File: src/rtl/fft_magnitude_pkg.sv
// rtl/fft_magnitude_pkg.sv - shared widths and saturation helper for the FFT power stage
// Contents:
//   AXIS_FFT_W, MAG_W, FFT_LEN_DEFAULT  stream/frame constants
//   SAMPLE_W, SQ_W, SUM_W               internal datapath widths
//   saturate_mag()                      clamp the shifted 33-bit power to MAG_W bits
package fft_magnitude_pkg;

    localparam int AXIS_FFT_W      = 32;
    localparam int MAG_W           = 24;
    localparam int FFT_LEN_DEFAULT = 1024;

    localparam int SAMPLE_W = 16;
    localparam int SQ_W     = 32;
    // One extra bit so that two full-scale squares (2^30 each) cannot wrap.
    localparam int SUM_W    = 33;

    function automatic logic [MAG_W-1:0] saturate_mag(input logic [SUM_W-1:0] value);
        if (|value[SUM_W-1:MAG_W]) begin
            return {MAG_W{1'b1}};
        end
        return value[MAG_W-1:0];
    endfunction

endpackage

File: src/rtl/fft_magnitude_mag_sq_pipe.sv
// rtl/fft_magnitude_mag_sq_pipe.sv - three-stage re^2+im^2 pipeline with a global enable
// Ports:
//   clk, reset              rising-edge clock, synchronous active-high reset
//   en                      advances all three stages together
//   in_valid, in_last       beat qualifiers entering stage 1
//   in_re, in_im            signed 16-bit bin components
//   out_data                saturated (re^2+im^2) >> SHIFT
//   out_valid, out_last     qualifiers aligned with out_data
module mag_sq_pipe
    import fft_magnitude_pkg::*;
#(
    parameter int SHIFT = 8
) (
    input  logic                       clk,
    input  logic                       reset,
    input  logic                       en,
    input  logic                       in_valid,
    input  logic                       in_last,
    input  logic signed [SAMPLE_W-1:0] in_re,
    input  logic signed [SAMPLE_W-1:0] in_im,
    output logic [MAG_W-1:0]           out_data,
    output logic                       out_valid,
    output logic                       out_last
);

    logic                       s1_valid;
    logic                       s1_last;
    logic signed [SAMPLE_W-1:0] s1_re;
    logic signed [SAMPLE_W-1:0] s1_im;

    logic                       s2_valid;
    logic                       s2_last;
    logic [SQ_W-1:0]            s2_re_sq;
    logic [SQ_W-1:0]            s2_im_sq;

    logic signed [SQ_W-1:0]     re_sq;
    logic signed [SQ_W-1:0]     im_sq;
    logic [SUM_W-1:0]           sum;
    logic [SUM_W-1:0]           shifted;

    // Operands are sign-extended to 32 bits by the signed assignment context.
    always_comb begin
        re_sq   = s1_re * s1_re;
        im_sq   = s1_im * s1_im;
        sum     = {1'b0, s2_re_sq} + {1'b0, s2_im_sq};
        shifted = sum >> SHIFT;
    end

    always_ff @(posedge clk) begin
        if (reset) begin
            s1_valid <= 1'b0;
            s1_last  <= 1'b0;
            s1_re    <= '0;
            s1_im    <= '0;
            s2_valid <= 1'b0;
            s2_last  <= 1'b0;
            s2_re_sq <= '0;
            s2_im_sq <= '0;
            out_valid <= 1'b0;
            out_last  <= 1'b0;
            out_data  <= '0;
        end else if (en) begin
            s1_valid  <= in_valid;
            s1_last   <= in_last;
            s1_re     <= in_re;
            s1_im     <= in_im;
            s2_valid  <= s1_valid;
            s2_last   <= s1_last;
            s2_re_sq  <= $unsigned(re_sq);
            s2_im_sq  <= $unsigned(im_sq);
            out_valid <= s2_valid;
            out_last  <= s2_last;
            out_data  <= saturate_mag(shifted);
        end
    end

endmodule

File: src/rtl/fft_magnitude.sv
// rtl/fft_magnitude.sv - per-bin power of the positive-frequency half of each FFT frame
// Ports:
//   clk, reset                               rising-edge clock, synchronous active-high reset
//   din_tdata/tvalid/tready/tlast            FFT bins, tdata = {im[31:16], re[15:0]}
//   dout_tdata/tvalid/tready/tlast           unsigned 24-bit power, bins 0..FFT_LEN/2
//   frame_err                                sticky: din_tlast seen off the last bin
module fft_magnitude
    import fft_magnitude_pkg::*;
#(
    parameter int FFT_LEN = FFT_LEN_DEFAULT,
    parameter int SHIFT   = 8
) (
    input  logic                  clk,
    input  logic                  reset,
    input  logic [AXIS_FFT_W-1:0] din_tdata,
    input  logic                  din_tvalid,
    output logic                  din_tready,
    input  logic                  din_tlast,
    output logic [MAG_W-1:0]      dout_tdata,
    output logic                  dout_tvalid,
    input  logic                  dout_tready,
    output logic                  dout_tlast,
    output logic                  frame_err
);

    localparam int                BIN_W    = $clog2(FFT_LEN);
    localparam logic [BIN_W-1:0]  LAST_BIN = BIN_W'(FFT_LEN - 1);
    localparam logic [BIN_W-1:0]  HALF_BIN = BIN_W'(FFT_LEN / 2);

    logic [BIN_W-1:0] bin;
    logic             en;
    logic             accept;
    logic             keep;
    logic             is_half;

    // A single enable stalls the whole pipeline; the input is ready whenever
    // the output register can take a new value.
    always_comb begin
        en         = dout_tready | ~dout_tvalid;
        din_tready = en;
        accept     = din_tvalid & en;
        is_half    = (bin == HALF_BIN);
        // Upper (mirror) bins are swallowed here and never occupy a stage.
        keep       = accept & (bin <= HALF_BIN);
    end

    // Any accepted last restarts the count; only the one on LAST_BIN is clean.
    always_ff @(posedge clk) begin
        if (reset) begin
            bin       <= '0;
            frame_err <= 1'b0;
        end else if (accept) begin
            if (din_tlast) begin
                bin <= '0;
                if (bin != LAST_BIN) begin
                    frame_err <= 1'b1;
                end
            end else begin
                bin <= bin + 1'b1;
            end
        end
    end

    // Output last comes from the bin position only, so a premature din_tlast
    // truncates the frame without marking it.
    mag_sq_pipe #(
        .SHIFT (SHIFT)
    ) u_mag_sq_pipe (
        .clk       (clk),
        .reset     (reset),
        .en        (en),
        .in_valid  (keep),
        .in_last   (is_half),
        .in_re     (din_tdata[SAMPLE_W-1:0]),
        .in_im     (din_tdata[AXIS_FFT_W-1:SAMPLE_W]),
        .out_data  (dout_tdata),
        .out_valid (dout_tvalid),
        .out_last  (dout_tlast)
    );

endmodule

File: config.mk
export PLATFORM = sky130hd
export DESIGN_NAME = fft_magnitude
export DESIGN_NICKNAME = d
export VERILOG_FILES = /design/src/rtl/fft_magnitude_pkg.sv /design/src/rtl/fft_magnitude_mag_sq_pipe.sv /design/src/rtl/fft_magnitude.sv
export SDC_FILE = /design/constraint.sdc
export NUM_CORES = 1
export LEC_CHECK = 0
export CORE_MARGIN = 2
export CORE_UTILIZATION = 60
export CTS_CLUSTER_DIAMETER = 100
export DETAILED_ROUTE_END_ITERATION = 7
export PLACE_DENSITY_LB_ADDON = 0.08
export SYNTH_ARGS = -nofsm -noshare
export SYNTH_HDL_FRONTEND = slang
export SYNTH_HIERARCHICAL = 1
export SYNTH_SLANG_ARGS = --single-unit
File: constraint.sdc
create_clock -name clk -period 7.7 [get_ports clk]
set_clock_uncertainty 0.2 [all_clocks]
set_input_delay 1.925 -clock clk [delete_from_list [all_inputs] [get_ports clk]]
set_output_delay 1.925 -clock clk [all_outputs]
set_load 0.02 [all_outputs]
==> impl_results.md, run 1 <==
- Post-synth EDFFs: 0
- Share of Yosys cell area claimed by the top area cell type: 39.5%
- Pin count of the biggest net entering global routing: 80
- Static leakage: 13.7 nW
- Global router's overall resource usage: 26.6%
- Dpl hpwl: 41500 um
- Hold Path Origin: u_mag_sq_pipe/s2_re_sq[31]
- First-pass GRT wire length: 87300 um
- Row count: 72
- RSZ-0062 raised after global routing: false
- Initial core utilization: 61.0%
- # IOs: 65
- Setup TNS: 0 ns
- Post-synthesis sequential area ratio: 11.2%
- Number of max-cap violations: 0
- Syn Inst Count: 2569
- Worst path required time: 7.84 ns
- GP Congestion: 0.925
- Final wirelength: 50400 um
- Ys Warns: 6
- Port bufs: 64
- Tightest Hold Check Type: register to register
- Relative slew slack: 32.1%
- Synth Net Count: 3285
- CTS Buffer Depth: 2
- Clock sink count: 133
- Cell Pwr Density: 227 mW/mm^2
- Chip width: 203 um
- Hold path cells: 2
- Placed cell count: 3097
- Post-synth cell types: 73
- Post-synth top flop: dfxtp_1
- Remaining antenna violation count after routing: 0
- PostCTS Resize Cnt: 0
- Via count of the routed design: 16900
- Status: finished, final reports clean
- Final worst-path cycle share: 93.6%
- Final setup violation count: 0
- Core Area: 0.0388 sq mm
- Layout cells sized above 1: 4.02%
- Area Overhead vs Synth: 7.27%
- Tmin final: 7.21 ns
- FF-to-FF Start: u_mag_sq_pipe/s1_im[3]
- Top-count cell post-synth: inv_1
- #FFs+latches synth: 133
- R2R cell count: 19
- Mapped Avg Cell Area: 9.22 sq um
- Post-synth top area cell: fa_1
- Slew Limit Fails: 0
- Die footprint: 0.0411 sq mm
- CTS clock-pin slew for the worst setup and hold paths: 0.07 ns
- DR pass1 iterations: 5
- TritonCTS clock tree: done
- GRT overflow: 0
- Via density: 5.39
- Share of flip-flops with an asynchronous set or reset: 0%
- Initial antenna violation count: 0
- Post-CTS setup buffers: 0
- Commonest cells in the netlist: 630 x inv_1, 468 x fa_1, 211 x ha_1, 206 x nor2_1, 200 x nand2_1
- Critical Path Sink Type: register
- Least-Margin Pin Slew: 1.02 ns
- CP startpoint: u_mag_sq_pipe/s1_im[3]
- Synth area leaders: fa_1 40%, dfxtp_1 11%, ha_1 11%, inv_1 10%, nor2_1 3.3%
- Critical Path Fanout Max: 15
- Htree depth: 4
- Final cell count without fillers: 3129
- Initial DRC count: 855
- Die Y-Extent: 203 um
- Hold bufs inserted after CTS: 0
- Cell area after synthesis: 0.0237 sq mm
- Peak VDD IR: 0.241 mV
- Vias in the first global route: 18200
- Antenna diodes: 0
- Max Freq: 0.139 GHz
- Root buf cell: clkbuf_16
- FILL cells: 3337
- Post-route DRC: 0
- DR WL/cell: 16.1 um
- Worst-skew pair later-pin latency: 0.46 ns
- Final #Nets: 3314
- Worst Setup Start Kind: register
- Final hold vios: 0
- WS Path Type: register to register
- Num CTS Buffers: 17
- Arr. time, crit path: 7.35 ns
-- layout by cell type (no fill, tap or decap), types with 31 or more instances in the layout --
master,synthesis,layout
ha_1,211,211
xor2_1,33,33
mux2i_1,74,74
xnor2_1,81,81
a211oi_1,37,37
a21o_1,36,36
clkdlybuf4s50_1,0,63
and2_1,80,80
a21oi_1,66,66
dfxtp_1,133,133
fa_1,468,468
nand2_1,200,200
nor2_1,206,206
inv_1,630,630
buf_4,0,31
-- state kept, by name, summed over array words and instances, names as in the netlist, 10 cells and up --
register,cells
u_mag_sq_pipe/s1_im,16
u_mag_sq_pipe/s1_re,16
bin,10
u_mag_sq_pipe/s2_im_sq,30
u_mag_sq_pipe/s2_re_sq,30
u_mag_sq_pipe/out_data,24
-- cell families (layout without fill, tap and decap cells) --
family	count (synthesis)	in the layout	share of synthesized area, %
adder cells (fa/ha/maj)	679	679	50.7
buffers and inverters	716	758	11.6
flip-flops	133	133	11.2
multiplexers	75	75	3.17
AO/OA/AOI/OAI	277	277	8.19
AND/OR/NAND/NOR	575	575	10.9
XOR/XNOR	114	114	4.21
-- routing by layer --
metal	vias up	share of wire (%)	GRT usage [%]
met2	325	49	44.9
met5	-	0	0
met1	8594	45	37.0
met3	50	4.3	3.40
li1	7902	-	-
met4	0	1.5	5.89
-- path summary, 6_finish.rpt --
| path | end | slack, ns |
|---|---|---|
| worst max-delay path | u_mag_sq_pipe/s2_im_sq[31] | 0.49 |
| worst min-delay path | u_mag_sq_pipe/s2_re_sq[31] | 0.27 |
| worst max register to register | u_mag_sq_pipe/s2_im_sq[31] | 0.49 |
| worst min register to register | u_mag_sq_pipe/s2_re_sq[31] | 0.27 |
-- power by group --
group | total, W | internal [W] | switching (W)
logic | 0.00394 | 0.00173 | 0.00221
clock network | 0.000821 | 0.000431 | 0.000390
registers | 0.000999 | 0.000869 | 0.000130
total | 0.00576 | 0.00303 | 0.00273
-- per-stage QoR --
| step | total power, W | util (%) | instance area, sq um | hold slack (ns) | setup WS (ns) |
|---|---|---|---|---|---|
| after floorplan | 0.00402 | - | 23700 | 0.229 | 1.46 |
| after global placement | 0.00483 | 64.0 | 24800 | 0.253 | 0.748 |
| after detailed placement | 0.00493 | 64.0 | 24800 | 0.252 | 0.609 |
| after CTS | 0.00579 | 65.4 | 25400 | 0.266 | 0.566 |
| after global routing | 0.00636 | 65.4 | 25400 | 0.280 | 0.117 |
| final | 0.00576 | 65.4 | 25400 | 0.267 | 0.491 |
-- layout make-up --
| class | count | area [sq um] | area share (%) |
|---|---|---|---|
| timing repair buffer | 94 | 863 | 3.40 |
| clock buffer | 17 | 425 | 1.67 |
| sequential | 133 | 2660 | 10.5 |
| clock inverter | 15 | 154 | 0.606 |
| multi-input combinational | 1720 | 18300 | 72.0 |
| tap | 518 | 648 | 2.55 |
| inverter | 632 | 2370 | 9.34 |
-- worst max-delay path, cell delays in order, from the launching register on --
cell     delay [ns]
dfxtp_1        0.75
inv_1          0.35
nor2_1         0.27
fa_1           0.60
fa_1           0.91
fa_1           0.54
fa_1           0.51
fa_1           0.49
inv_1          0.05
fa_1           0.47
inv_1          0.04
ha_1           0.37
a21oi_1        0.10
o21a_1         0.19
and2_1         0.16
a31oi_1        0.25
a41oi_2        0.21
o21ai_2        0.21
nand2_1        0.10
o311a_1        0.32
(Power assumes the default switching activity.)
==> run 2, diff against run 1 <==
CORE_UTILIZATION = 55   (was 60)
==> run 2 against run 1 <==
Total power grew 0.63%; global-route usage down 1.5 points; core utilization down 5.9 points; sequential share of layout area about the same; first-iteration DRC count is 1.3% lower; non-clock buffer count decreased by 1; cell area is 0.23% higher; flip-flop and latch count unchanged; cell count up 0.86%; critical path type unchanged.
==> impl_results.md, run 2 (synthesized netlist as in run 1, its figures left out) <==
- Status: finished, final reports clean (unchanged)
- TritonCTS clock tree: done (unchanged)
- Pin count of the biggest net entering global routing: 131 (was 80)
- Die footprint: 0.0447 sq mm (was 0.0411 sq mm)
- Slowest cell on crit path: fa_1 (unchanged)
- Final wirelength: 50800 um (was 50400 um)
- Top Registers: u_mag_sq_pipe/s2_im_sq: 30 flops, u_mag_sq_pipe/s2_re_sq: 30 flops, u_mag_sq_pipe/out_data: 24 flops (unchanged)
- Most common cell after layout, fill and taps aside: inv_1 (unchanged)
- Layout cells sized above 1: 3.98% (was 4.02%)
- Setup TNS: 0 ns (unchanged)
- GRT overflow: 0 (unchanged)
- Root buf cell: clkbuf_16 (unchanged)
- Tightest Hold Check Type: register to register (unchanged)
- CTS clock-pin slew for the worst setup and hold paths: 0.06 ns (was 0.07 ns)
- Gate power share: 68.1% (was 68.4%)
- Global router's overall resource usage: 25.2% (was 26.6%)
- GP Congestion: 0.882 (was 0.925)
- Relative slew slack: 33.7% (was 32.1%)
- Final #Nets: 3313 (was 3314)
- R2R cell count: 20 (was 19)
- Internal power: 0.00309 W (was 0.00303 W)
- Hold bufs inserted after CTS: 0 (unchanged)
- Least-Margin Pin Slew: 0.994 ns (was 1.02 ns)
- Reg power frac: 17.2% (was 17.4%)
- Number of max-cap violations: 0 (unchanged)
- Worst Setup Start Kind: register (unchanged)
- Biggest cell delay along the critical path: 0.90 ns (was 0.91 ns)
- Final hold vios: 0 (unchanged)
- Port bufs: 64 (unchanged)
- RSZ-0062 raised after global routing: false (unchanged)
- Dpl hpwl: 42100 um (was 41500 um)
- Num CTS Buffers: 17 (unchanged)
- Most common cell on crit path: fa_1 (unchanged)
- Worst-path cell chain: inv_1, nor2_1, fa_1, fa_1, fa_1, fa_1, fa_1, inv_1, fa_1, inv_1, ha_1, and3_1, nand4_1, nor2_1, o21ai_2, a311oi_2, a31oi_1, o21ai_1, xnor2_1, o21ai_1 (was inv_1, nor2_1, fa_1, fa_1, fa_1, fa_1, fa_1, inv_1, fa_1, inv_1, ha_1, a21oi_1, o21a_1, and2_1, a31oi_1, a41oi_2, o21ai_2, nand2_1, o311a_1)
- Worst-skew pair later-pin latency: 0.47 ns (was 0.46 ns)
- Initial DRC count: 844 (was 855)
- Vias in the first global route: 18300 (was 18200)
- Final worst-path cycle share: 91.7% (was 93.6%)
- Slew Limit Fails: 0 (unchanged)
- Clock share of power: 14.7% (was 14.3%)
- # IOs: 65 (unchanged)
- Critical Path Fanout Max: 17 (was 15)
- Die Y-Extent: 212 um (was 203 um)
- Via count of the routed design: 16800 (was 16900)
- Initial core utilization: 55.4% (was 61.0%)
- Arr. time, crit path: 7.20 ns (was 7.35 ns)
- Most frequent cells in the layout: 630 x inv_1, 468 x fa_1, 211 x ha_1 (unchanged)
- Htree depth: 4 (unchanged)
- PostCTS Resize Cnt: 0 (unchanged)
- Post-CTS setup buffers: 0 (unchanged)
- WS Path Type: register to register (unchanged)
- DR WL/cell: 16.1 um (about the same)
- Critical Path Sink Type: register (unchanged)
- Worst path required time: 7.84 ns (about the same)
- Tmin final: 7.06 ns (was 7.21 ns)
- Cell Pwr Density: 227 mW/mm^2 (about the same)
- Core Area: 0.0428 sq mm (was 0.0388 sq mm)
- Hold slack: 0.275 ns (was 0.267 ns)
- Static leakage: 13.7 nW (about the same)
- Area Overhead vs Synth: 7.52% (was 7.27%)
- CTS Buffer Depth: 2 (unchanged)
- Sw Ratio: 46.6% (was 47.4%)
- DR pass1 iterations: 5 (unchanged)
- Clock sink count: 133 (unchanged)
- Via density: 5.31 (was 5.39)
- Post-route DRC: 0 (unchanged)
- First-pass GRT wire length: 88400 um (was 87300 um)
- Sw Pwr: 0.00270 W (was 0.00273 W)
- Row count: 76 (was 72)
- Peak VDD IR: 0.218 mV (was 0.241 mV)
- Chip width: 212 um (was 203 um)
- Antenna diodes: 0 (unchanged)
- Final setup violation count: 0 (unchanged)
- Initial antenna violation count: 0 (unchanged)
- Remaining antenna violation count after routing: 0 (unchanged)
- Hold path cells: 2 (unchanged)
- Max Freq: 0.142 GHz (was 0.139 GHz)
-- run 2: path summary, 6_finish.rpt --
check / start / to / slack [ns]
worst max-delay path: u_mag_sq_pipe/s1_re[2] / u_mag_sq_pipe/s2_re_sq[31] / 0.64
worst min-delay path: u_mag_sq_pipe/s2_im_sq[24] / u_mag_sq_pipe/s2_im_sq[24] / 0.28
worst max register to register: u_mag_sq_pipe/s1_re[2] / u_mag_sq_pipe/s2_re_sq[31] / 0.64
worst min register to register: u_mag_sq_pipe/s2_im_sq[24] / u_mag_sq_pipe/s2_im_sq[24] / 0.28
-- run 2: critical path: cells and delay by family (launching register included) --
family	cells	cell delay (ns)
buffers and inverters	3	0.33
AOI/OAI and AO/OA	5	0.86
adders and majority gates	7	3.88
xor gates and xnor gates	1	0.14
and+or+nand+nor	4	0.76
DFF	1	0.75
-- run 2: layout make-up --
type | count | area (sq um)
Multi-Input combinational cell | 1720 | 18300
Fill cell | 3836 | 17300
Sequential cell | 133 | 2660
Inverter | 632 | 2370
Timing Repair Buffer | 93 | 868
Tap cell | 546 | 683
Clock buffer | 19 | 453
Clock inverter | 13 | 145
-- run 2: through the flow --
step	power, W	setup WS [ns]	instance area (sq um)	instances	util [%]
after global placement	0.00486	0.808	24900	3124	58.1
after global routing	0.00643	0.200	25500	3156	59.5
after detailed placement	0.00496	0.642	24900	3124	58.1
after floorplan	0.00402	1.46	23700	2569	-
final	0.00579	0.636	25500	3156	59.5
after CTS	0.00586	0.638	25500	3156	59.5
-- run 2: routing by layer --
metal | wire length (um) | GRT usage [%] | vias to the layer above
met4 | 1110 | 7.31 | 0
met5 | 0 | 0 | -
met3 | 2640 | 4.69 | 69
li1 | - | - | 7915
met1 | 22300 | 33.4 | 8463
met2 | 24700 | 42.2 | 317
-- run 2: power by group through the flow --
stage,logic (W),registers (W),clock network (W)
2_1_floorplan,0.00300,0.00102,0
3_3_place_gp,0.00385,0.00101,0
3_5_place_dp,0.00395,0.00101,0
4_1_cts,0.00398,0.000998,0.000876
5_1_grt,0.00451,0.00102,0.000899
6_report,0.00394,0.000997,0.000852
